### src/rtl/spi_pkg.sv
// spi_pkg: command codes, status/control bit positions, FSM states and shared types for the contactor engine
package spi_pkg;
    parameter int SPI_WORD_LEN = 8;
    typedef enum logic [7:0] {
        CMD_READ_CONTACTOR    = 8'h01,
        CMD_READ_FEEDBACK     = 8'h02,
        CMD_READ_STATUS       = 8'h03,
        CMD_READ_SHUTDOWN     = 8'h04,
        CMD_WRITE_CONTACTOR   = 8'h81,
        CMD_WRITE_CONTROL     = 8'h82,
        CMD_WRITE_SHUTDOWN    = 8'h83,
        CMD_WRITE_PG_SHUTDOWN = 8'h84
    } spi_cmd_t;
    // status bits are counted down from the MSB so they track WORD_LEN
    localparam int STATUS_TIMEOUT_OFS = 0;
    localparam int STATUS_INVALID_OFS = 1;
    localparam int CTRL_RESET_BIT     = 0;
    localparam int CTRL_CLEAR_BIT     = 1;
    typedef struct packed {
        logic plus;
        logic minus;
    } contactor_data_t;
    typedef enum logic [2:0] {ST_IDLE, ST_CMD, ST_IDX, ST_DATA, ST_DONE} state_t;
    function automatic logic cmd_known(input logic [7:0] c);
        return c inside {CMD_READ_CONTACTOR, CMD_READ_FEEDBACK, CMD_READ_STATUS, CMD_READ_SHUTDOWN,
                         CMD_WRITE_CONTACTOR, CMD_WRITE_CONTROL, CMD_WRITE_SHUTDOWN, CMD_WRITE_PG_SHUTDOWN};
    endfunction
    function automatic logic cmd_uses_idx(input logic [7:0] c);
        return c inside {CMD_READ_CONTACTOR, CMD_READ_FEEDBACK, CMD_WRITE_CONTACTOR};
    endfunction
endpackage

### src/rtl/spi_contactor_ctrl_if.sv
// spi_contactor_ctrl_if: word-level link between the SPI shifter (master) and the command engine (slave)
interface spi_contactor_ctrl_if
    import spi_pkg::*;
#(
    parameter int WORD_LEN = SPI_WORD_LEN
);
    logic                frame_start;
    logic                frame_end;
    logic                rx_valid;
    logic [WORD_LEN-1:0] rx_data;
    logic [WORD_LEN-1:0] tx_data;
    modport master (output frame_start, frame_end, rx_valid, rx_data, input tx_data);
    modport slave (input frame_start, frame_end, rx_valid, rx_data, output tx_data);
endinterface

### src/rtl/fb_timeout_monitor.sv
// fb_timeout_monitor: per-channel feedback synchroniser, mismatch counter and sticky timeout flag
module fb_timeout_monitor
    import spi_pkg::*;
#(
    parameter int TIMEOUT_CYCLES = 1000
) (
    input  logic            clk,
    input  logic            rst,
    input  logic            i_clr,
    input  contactor_data_t i_cmd,
    input  contactor_data_t i_fb,
    output contactor_data_t o_fb_sync,
    output logic            o_trip,
    output logic            o_flag
);
    localparam int CW = $clog2(TIMEOUT_CYCLES + 1);
    localparam logic [CW-1:0] LIMIT = CW'(TIMEOUT_CYCLES);
    contactor_data_t r_s1, r_s2, r_cmd_prev;
    logic [CW-1:0]   r_cnt;
    logic            r_flag;
    assign o_fb_sync = r_s2;
    assign o_trip    = r_cnt == LIMIT;
    assign o_flag    = r_flag;
    // a fresh command restarts the window so the contactor gets its full settling time
    always_ff @(posedge clk) begin
        if (rst) begin
            r_s1       <= '0;
            r_s2       <= '0;
            r_cmd_prev <= '0;
            r_cnt      <= '0;
            r_flag     <= 1'b0;
        end else begin
            r_s1       <= i_fb;
            r_s2       <= r_s1;
            r_cmd_prev <= i_cmd;
            r_cnt      <= (i_clr || i_cmd != r_cmd_prev || r_s2 == i_cmd) ? '0
                        : o_trip ? r_cnt : r_cnt + 1'b1;
            r_flag     <= o_trip | (r_flag & ~i_clr);
        end
    end
endmodule

### src/rtl/spi_contactor_ctrl.sv
// spi_contactor_ctrl: framed SPI command engine driving contactor command registers and shutdown latches
module spi_contactor_ctrl
    import spi_pkg::*;
#(
    parameter int WORD_LEN       = SPI_WORD_LEN,
    parameter int NUM_CH         = 8,
    parameter int TIMEOUT_CYCLES = 1000
) (
    input  logic                clk,
    input  logic                rst,
    spi_contactor_ctrl_if.slave spi,
    output logic [2*NUM_CH-1:0] contactor_cmd,
    input  logic [2*NUM_CH-1:0] feedback_in,
    output logic                shutdown_out,
    output logic                pg_shutdown_out,
    output logic                timeout_err,
    output logic                invalid_req
);
    localparam int IW = NUM_CH > 1 ? $clog2(NUM_CH) : 1;
    localparam logic [8:0] NCH = 9'(NUM_CH);
    state_t              r_state;
    logic [7:0]          r_cmd;
    logic [IW-1:0]       r_idx;
    logic                r_cmd_ok, r_req_ok;
    logic [WORD_LEN-1:0] r_tx;
    logic [2*NUM_CH-1:0] r_regs;
    logic                r_shutdown, r_pg, r_invalid;
    logic [2*NUM_CH-1:0] w_fb_sync;
    logic [NUM_CH-1:0]   w_trip, w_flag;
    logic [IW-1:0]       w_idx;
    logic                w_hi, w_cmd_ok, w_idx_bad, w_req_ok;
    logic                w_commit, w_wr_con, w_rst_req, w_clr, w_wr_shd, w_wr_pg, w_inv_set;
    logic [WORD_LEN-1:0] w_rsp;
    assign contactor_cmd   = r_shutdown ? '0 : r_regs;
    assign shutdown_out    = r_shutdown;
    assign pg_shutdown_out = r_pg;
    assign timeout_err     = |w_flag;
    assign invalid_req     = r_invalid;
    assign spi.tx_data     = r_tx;
    assign w_idx     = spi.rx_data[IW-1:0];
    assign w_hi      = (spi.rx_data >> 8) != '0;
    assign w_cmd_ok  = !w_hi && cmd_known(spi.rx_data[7:0]);
    assign w_idx_bad = w_hi || {1'b0, spi.rx_data[7:0]} >= NCH;
    assign w_req_ok  = r_cmd_ok && !(cmd_uses_idx(r_cmd) && w_idx_bad);
    // a word coinciding with frame_start or frame_end never commits
    assign w_commit  = r_state == ST_DATA && spi.rx_valid && !spi.frame_start && !spi.frame_end && r_req_ok;
    assign w_wr_con  = w_commit && r_cmd == CMD_WRITE_CONTACTOR;
    assign w_rst_req = w_commit && r_cmd == CMD_WRITE_CONTROL && spi.rx_data[CTRL_RESET_BIT];
    assign w_clr     = w_commit && r_cmd == CMD_WRITE_CONTROL && spi.rx_data[CTRL_CLEAR_BIT];
    assign w_wr_shd  = w_commit && r_cmd == CMD_WRITE_SHUTDOWN;
    assign w_wr_pg   = w_commit && r_cmd == CMD_WRITE_PG_SHUTDOWN;
    assign w_inv_set = !spi.frame_start && (spi.frame_end
                     ? r_state inside {ST_CMD, ST_IDX, ST_DATA}
                     : spi.rx_valid && ((r_state == ST_CMD && !w_cmd_ok)
                       || (r_state == ST_IDX && r_cmd_ok && cmd_uses_idx(r_cmd) && w_idx_bad)));
    always_comb begin
        w_rsp = '0;
        w_rsp[1:0] = r_cmd == CMD_READ_CONTACTOR ? contactor_cmd[{w_idx, 1'b0} +: 2]
                   : r_cmd == CMD_READ_FEEDBACK  ? w_fb_sync[{w_idx, 1'b0} +: 2]
                   : r_cmd == CMD_READ_SHUTDOWN  ? {r_pg, r_shutdown} : 2'b00;
        w_rsp[WORD_LEN-1-STATUS_TIMEOUT_OFS] = r_cmd == CMD_READ_STATUS && timeout_err;
        w_rsp[WORD_LEN-1-STATUS_INVALID_OFS] = r_cmd == CMD_READ_STATUS && r_invalid;
        if (!w_req_ok) w_rsp = '0;
    end
    always_ff @(posedge clk) begin
        if (rst) begin
            r_state  <= ST_IDLE;
            r_cmd    <= '0;
            r_idx    <= '0;
            r_cmd_ok <= 1'b0;
            r_req_ok <= 1'b0;
            r_tx     <= '0;
        end else if (spi.frame_start) begin
            r_state <= ST_CMD;
            r_tx    <= '0;
        end else if (spi.frame_end) begin
            r_state <= ST_IDLE;
        end else if (spi.rx_valid) begin
            case (r_state)
                ST_CMD: begin
                    r_cmd    <= spi.rx_data[7:0];
                    r_cmd_ok <= w_cmd_ok;
                    r_state  <= ST_IDX;
                end
                ST_IDX: begin
                    r_idx    <= w_idx;
                    r_req_ok <= w_req_ok;
                    r_tx     <= w_rsp;
                    r_state  <= ST_DATA;
                end
                ST_DATA: r_state <= ST_DONE;
                default: r_state <= r_state;
            endcase
        end
    end
    // error sets are ORed in last so they win over a same-cycle clear
    always_ff @(posedge clk) begin
        if (rst) begin
            r_regs     <= '0;
            r_shutdown <= 1'b0;
            r_pg       <= 1'b0;
            r_invalid  <= 1'b0;
        end else begin
            if (w_rst_req) r_regs <= '0;
            else if (w_wr_con) r_regs[{r_idx, 1'b0} +: 2] <= spi.rx_data[1:0];
            r_shutdown <= (|w_trip) | (|w_flag) | (w_wr_shd ? spi.rx_data[0] : r_shutdown & ~w_rst_req);
            r_pg       <= w_wr_pg ? spi.rx_data[0] : r_pg;
            r_invalid  <= w_inv_set | (r_invalid & ~w_clr);
        end
    end
    for (genvar i = 0; i < NUM_CH; i++) begin : g_ch
        fb_timeout_monitor #(.TIMEOUT_CYCLES(TIMEOUT_CYCLES)) u_mon (
            .clk      (clk),
            .rst      (rst),
            .i_clr    (w_clr),
            .i_cmd    (contactor_cmd[2*i +: 2]),
            .i_fb     (feedback_in[2*i +: 2]),
            .o_fb_sync(w_fb_sync[2*i +: 2]),
            .o_trip   (w_trip[i]),
            .o_flag   (w_flag[i])
        );
    end
endmodule

### src/flat_wrapper.sv
// flat-port wrapper written by rule: the top's interface ports become plain ports
module spi_contactor_ctrl_flat import spi_pkg::*;
#(
    parameter int WORD_LEN       = SPI_WORD_LEN,
    parameter int NUM_CH         = 8,
    parameter int TIMEOUT_CYCLES = 1000
)
  (clk, rst, contactor_cmd, feedback_in, shutdown_out, pg_shutdown_out, timeout_err, invalid_req, spi_frame_start, spi_frame_end, spi_rx_valid, spi_rx_data, spi_tx_data);
  spi_contactor_ctrl_if #(.WORD_LEN(WORD_LEN)) spi_i ();
  input  logic clk;
  input  logic rst;
  output logic [2*NUM_CH-1:0] contactor_cmd;
  input  logic [2*NUM_CH-1:0] feedback_in;
  output logic shutdown_out;
  output logic pg_shutdown_out;
  output logic timeout_err;
  output logic invalid_req;
  input wire logic [$bits(spi_i.frame_start)-1:0] spi_frame_start;
  input wire logic [$bits(spi_i.frame_end)-1:0] spi_frame_end;
  input wire logic [$bits(spi_i.rx_valid)-1:0] spi_rx_valid;
  input wire logic [$bits(spi_i.rx_data)-1:0] spi_rx_data;
  output wire logic [$bits(spi_i.tx_data)-1:0] spi_tx_data;
  assign spi_i.frame_start = spi_frame_start;
  assign spi_i.frame_end = spi_frame_end;
  assign spi_i.rx_valid = spi_rx_valid;
  assign spi_i.rx_data = spi_rx_data;
  assign spi_tx_data = spi_i.tx_data;
  spi_contactor_ctrl #(.WORD_LEN(WORD_LEN), .NUM_CH(NUM_CH), .TIMEOUT_CYCLES(TIMEOUT_CYCLES)) u_core (.clk(clk), .rst(rst), .spi(spi_i), .contactor_cmd(contactor_cmd), .feedback_in(feedback_in), .shutdown_out(shutdown_out), .pg_shutdown_out(pg_shutdown_out), .timeout_err(timeout_err), .invalid_req(invalid_req));
endmodule
### config.mk
export PLATFORM = sky130hd
export DESIGN_NAME = spi_contactor_ctrl_flat
export DESIGN_NICKNAME = d
export VERILOG_FILES = /design/src/rtl/spi_pkg.sv /design/src/rtl/spi_contactor_ctrl_if.sv /design/src/rtl/fb_timeout_monitor.sv /design/src/rtl/spi_contactor_ctrl.sv /design/src/flat_wrapper.sv
export SDC_FILE = /design/constraint.sdc
export NUM_CORES = 1
export LEC_CHECK = 0
export ABC_AREA = 1
export BUFFER_PORTS_ARGS = -buffer_cell sky130_fd_sc_hd__buf_4
export CAP_MARGIN = 10
export CORE_MARGIN = 2
export CORE_UTILIZATION = 65
export DETAILED_ROUTE_END_ITERATION = 6
export PLACE_DENSITY = 0.85
export SKIP_CTS_REPAIR_TIMING = 1
export SLEW_MARGIN = 20
export SYNTH_ARGS = -nofsm -noshare
export SYNTH_HDL_FRONTEND = slang
export SYNTH_SLANG_ARGS = --single-unit
### constraint.sdc
create_clock -name clk -period 4.8 [get_ports clk]
set_input_delay 0.96 -clock clk [delete_from_list [all_inputs] [get_ports clk]]
set_output_delay 0.96 -clock clk [all_outputs]
set_load 0.02 [all_outputs]
==> run metrics, run 1 <==
# nets final 1246; Max-slew headroom 58.4%; Final Hold Fails 0; Yosys top cell area share 42.7%; post-synth cell types 44; CP required 3840 ps; Max Transition Viols Final 0; largest family of logic cells by synthesized area simple AND/OR/NAND/NOR gates; RSZ-0062 raised after global routing no; startpoint types flop; layout cell share with drive strength beyond 1 11.8%; peak supply drop 289 uV; fin util 74.5%; Post-DP HPWL 12500 um; DRC violations left 0; setup_tns 0 ps; RD Place Congestion 0.943; run status complete, no violations; Synth area leader dfxtp_1; clk_lat worst skew 440 ps; post-layout min period 2720 ps; CP startpoint u_core.shutdown_out; Seq cells post-synth 175; Hold WC Path Type reg -> reg; Rows 41; area of the multi-input gates 3920 um^2; slew of the pin with the lowest slew margin 623 ps; commonest cells in the netlist nand2_1 (214), nor2_1 (183), dfxtp_1 (175); clock skew 10.4 ps; GRT Util Overall 26.9%; Synth Area per Inst 7.18 um^2; synth top area cells dfxtp_1 (43%), nand2_1 (9.8%), nor2_1 (8.4%), inv_1 (7.8%), a21oi_1 (4.6%); max-cap violations 0; Clock Sinks 175; sequential element share of the synthesized area 42.7%; fmax 0.368 GHz; Compound-Gate Fraction of Synth Area 8.05%; Critical Path Fanout Max 17; clock-pin slew on the worst setup and hold paths 60 ps; Die Ht 116 um; Critical Path AT 1760 ps; vias per std cell 5.19; Fillers 980; Root Driver clkbuf_16; drt first-iter violations 580; # diodes 0; Pleak 3.76 nW; vias in the first global route 6568; via count 7186; Final ANT Viol Nets 0; async set-reset flop share out of synthesis 0%; mapped cell area 8210 um^2; RR Startpoint u_core.shutdown_out; per-cell routed wire length 12.6 um; CTS buffer count 17; register area 3500 um^2; die area 13500 um^2; core area 12500 um^2; Mapped Cells 1144; Yosys warnings 0; Post-synth EDFFs 0; Die Wd 116 um; Initial Util 65.9%; adder-cell share of the synthesized area 2.74%; Syn-to-layout area delta 13.0%; hold path start u_core.g_ch[4].u_mon.r_s1[0]; post-synthesis mux area share 0%; first-pass GRT wire length 28800 um; antenna violations before repair 0; Ports 57; Tcrit/Tclk final 56.7%; I/O Buffers 52; P per Cell Area 315 nW/um^2; CTS H-tree lvls 4; CP endpoint kind primary output; Longest Clk Path Bufs 2; GRT overflow 0; DRT Wirelength 17400 um; Synth Area in Simple Gates 31.6%; ys flop type dfxtp_1; Post-Synth XOR/XNOR Area 5.23%; DRT Pass-1 Iters 6; CP Class reg -> out; endpoints failing setup 0; most common cell in the netlist nand2_1; CTS tree yes; largest net degree at the start of global routing 67
metal layers:
layer	global-route usage, %	part of all wire (%)	vias up
li1	-	-	3690
met1	33.4	45	3277
met2	45.5	47	181
met3	6.33	5.7	38
met4	10.5	2.5	0
met5	0	0	-
placed cells by master, fill, tap and decap left out, types with 3 or more instances in the layout:
| cell type | count |
|---|---|
| clkinvlp_4 | 4 |
| a21oi_1 | 75 |
| inv_1 | 170 |
| dfxtp_1 | 175 |
| nor3_1 | 45 |
| nor2_4 | 3 |
| clkinv_1 | 5 |
| clkbuf_16 | 17 |
| nand3_1 | 59 |
| o21ai_0 | 30 |
| or2_1 | 4 |
| nand2_4 | 6 |
| ha_1 | 18 |
| nand3_2 | 5 |
| o21ai_1 | 4 |
| inv_2 | 9 |
| clkinv_4 | 3 |
| nand2_1 | 214 |
| nor4_1 | 3 |
| conb_1 | 4 |
| clkinv_2 | 4 |
| nand3b_1 | 3 |
| nand4_1 | 17 |
| or2_2 | 12 |
| nand2_2 | 11 |
| nor2_1 | 183 |
| a21oi_2 | 4 |
| buf_4 | 52 |
| xor2_1 | 36 |
| xnor2_1 | 13 |
critical path, cell delays in order (launching register included):
cell	delay, ps
dfxtp_1	370
inv_2	360
nand2_1	270
inv_1	170
buf_4	160
through the flow:
| stage | hold WS [ps] | std cells | setup WS, ps | cell area (um^2) | power [W] |
|---|---|---|---|---|---|
| 4_1_cts | 405 | 1384 | 2080 | 9280 | 0.00293 |
| 6_report | 402 | 1384 | 2080 | 9280 | 0.00293 |
| 3_5_place_dp | 396 | 1352 | 1890 | 8720 | 0.00165 |
| 5_1_grt | 419 | 1384 | 2020 | 9280 | 0.00302 |
| 2_1_floorplan | 388 | 1147 | 2810 | 8220 | 0.00160 |
| 3_3_place_gp | 394 | 1352 | 1910 | 8720 | 0.00164 |
area by class of cell:
class                   count  share of cell area [%]
clock buffers              19                    4.77
clock inverters            13                    1.24
inverters                 184                    7.44
multi-input cells         769                    42.3
flip-flops and latches    175                    37.7
well taps                 172                    2.32
repair buffers             52                    4.21
registers in the layout, indices dropped and copies added, names as in the netlist, 3 cells and up:
name                          cells
u_core.g_ch.u_mon.r_s1           16
u_core.spi.tx_data                4
u_core.g_ch.u_mon.o_flag          8
u_core.g_ch.u_mon.r_cnt          80
u_core.r_cmd                      8
u_core.r_idx                      3
u_core.r_regs                    16
u_core.g_ch.u_mon.o_fb_sync      16
u_core.r_state                    3
u_core.g_ch.u_mon.r_cmd_prev     16
report_power, final:
group / internal (W) / switching [W] / leakage [nW]
registers: 0.00147 / 0.0000123 / 1.42
clock network: 0.000726 / 0.000582 / 0.265
logic: 0.0000473 / 0.0000869 / 2.08
worst paths after layout:
kind,end,slack [ps],cells after the start
setup / recovery,contactor_cmd[3],2080,4
hold / removal,u_core.g_ch[4].u_mon.o_fb_sync[0],400,2
hold reg to reg,u_core.g_ch[4].u_mon.o_fb_sync[0],400,2
setup reg to reg,u_core.g_ch[1].u_mon.r_cnt[2],2650,7
cell families (layout without fill, tap and decap cells):
group,after synthesis,count (layout)
simple gates,575,575
fa+ha+maj,18,18
buf+inv,203,268
compound gates,123,123
other cells,1,4
xor+xnor,49,49
flops,175,175
No activity file was read; power rests on OpenSTA's default activity.
==> run 2: changes to the inputs <==
Settings changed: CORE_UTILIZATION 65 to 60, PLACE_DENSITY 0.85 to 0.79.
Clock period 4.8 ns to 2.52 ns, I/O delays scaled along.
==> run metrics, run 2 (synthesis gave the netlist of run 1 again) <==
Ports 57 (unchanged); Clock power frac 45.9% (+1.2 points); RSZ-0062 raised after global routing no; Pleak 3.80 nW (+1.1%); antenna violations before repair 0 (unchanged); sequential share of power 49.6% (-1.1 points); via count 7129 (-0.79%); CTS tree yes; post-layout min period 2250 ps; DRT Pass-1 Iters 6 (unchanged); most common cell after layout, fill and taps aside nand2_1; Hold WC Path Type in -> reg; clock-pin slew on the worst setup and hold paths 70 ps (about the same); P_int 0.00437 W (+95%); startpoint types flop; slew of the pin with the lowest slew margin 513 ps (-110 ps); met1 Use GR 32.6% (-0.81 points); Syn-to-layout area delta 13.8%; Sw Ratio 23.3% (+0.046 points); Root Driver clkbuf_16; Psw 0.00133 W (+95%); P per Cell Area 610 nW/um^2 (+94%); per-cell routed wire length 12.3 um (-1.9%); GRT Util Overall 25.3% (-1.7 points); Clock Sinks 175 (unchanged); worst hold slack 273 ps (-129 ps); DRT Wirelength 17200 um (-1.4%); setup_tns 0 ps (unchanged); CP endpoint kind primary output; vias in the first global route 6632 (+0.97%); most frequent cells in the layout nand2_1 (214), nor2_1 (183), dfxtp_1 (175); drt first-iter violations 484 (-17%); # diodes 0 (unchanged); CTS buffer count 17 (unchanged); Final ANT Viol Nets 0 (unchanged); Initial Util 61.8% (-4.1 points); I/O Buffers 52 (unchanged); Comb pwr share 4.6% (about the same); Post-DP HPWL 12600 um (+0.57%); largest net degree at the start of global routing 32 (-52%); peak supply drop 462 uV (+60%); CP required 2020 ps (-1820 ps); endpoints failing setup 0 (unchanged); largest register by flop count u_core.g_ch.u_mon.r_cnt; fin util 70.3% (-4.2 points); Max Transition Viols Final 0 (unchanged); vias per std cell 5.12 (-1.4%); Die Wd 121 um (+3.9%); M2 GR Usage 40.9% (-4.7 points); GR peak layer met2; Critical Path Fanout Max 17 (unchanged); max reg flops 80 (unchanged); max-cap violations 0 (unchanged); DRC violations left 0 (unchanged); met3 Use GR 5.55% (-0.79 points); die area 14600 um^2 (+8.0%); Die Ht 121 um (+3.9%); CTS H-tree lvls 4 (unchanged); layout cell share with drive strength beyond 1 12.2% (+0.37 points); Final Hold Fails 0 (unchanged); GRT overflow 0 (unchanged); clk_lat worst skew 430 ps (about the same); # nets final 1250 (+0.32%); fmax 0.445 GHz; RD Place Congestion 0.917 (-2.8%); Critical Path AT 1740 ps (-20 ps); Rows 42 (+2.4%); clock skew 10.1 ps (-0.358 ps); CP Class reg -> out; Max-slew headroom 65.5% (+7.1 points); Longest Clk Path Bufs 2 (unchanged); core area 13300 um^2 (+6.7%); first-pass GRT wire length 29800 um (+3.4%); Tcrit/Tclk final 89.1%; run status complete, no violations
==> run 2: worst paths after layout <==
| path | from | to | slack (ps) | depth (start not counted) |
|---|---|---|---|---|
| max | u_core.shutdown_out | contactor_cmd[6] | 270 | 4 |
| min | feedback_in[13] | u_core.g_ch[6].u_mon.r_s1[1] | 270 | 3 |
| max reg2reg | u_core.r_idx[0] | u_core.r_regs[5] | 400 | 7 |
| min reg2reg | u_core.g_ch[7].u_mon.r_s1[1] | u_core.g_ch[7].u_mon.o_fb_sync[1] | 410 | 2 |
==> run 2: routing by layer <==
metal | vias up | wire (um)
met5 | - | 0
met4 | 0 | 514
met3 | 42 | 750
met2 | 173 | 7860
met1 | 3226 | 8070
li1 | 3688 | -
==> run 2: worst max-delay path: stages, from the launching register on <==
cell and delay (ps):
dfxtp_1 350, inv_2 350, nand2_1 250, inv_1 190, buf_4 160
==> run 2: cell type report <==
cell class,count,area (um^2)
Tap cell,176,220
Timing Repair Buffer,56,420
Inverter,184,691
Fill cell,1132,3950
Multi-Input combinational cell,769,3920
Clock buffer,17,425
Clock inverter,15,159
Sequential cell,175,3500
==> run 2: through the flow <==
step	total power, W	cell area [um^2]	std cells	worst slack (ps)
finish	0.00570	9340	1392	274
global route	0.00590	9340	1392	209
global placement	0.00314	8760	1360	520
floorplan	0.00306	8220	1147	731
CTS	0.00573	9340	1392	307
detailed placement	0.00315	8760	1360	464
==> run 2: power groups by stage <==
| stage | registers, W | logic (W) | clock network, W |
|---|---|---|---|
| 3_3_place_gp | 0.00289 | 0.000253 | 0 |
| 4_1_cts | 0.00282 | 0.000259 | 0.00264 |
| 3_5_place_dp | 0.00289 | 0.000258 | 0 |
| 6_report | 0.00283 | 0.000260 | 0.00262 |
| 2_1_floorplan | 0.00288 | 0.000173 | 0 |
| 5_1_grt | 0.00283 | 0.000296 | 0.00278 |
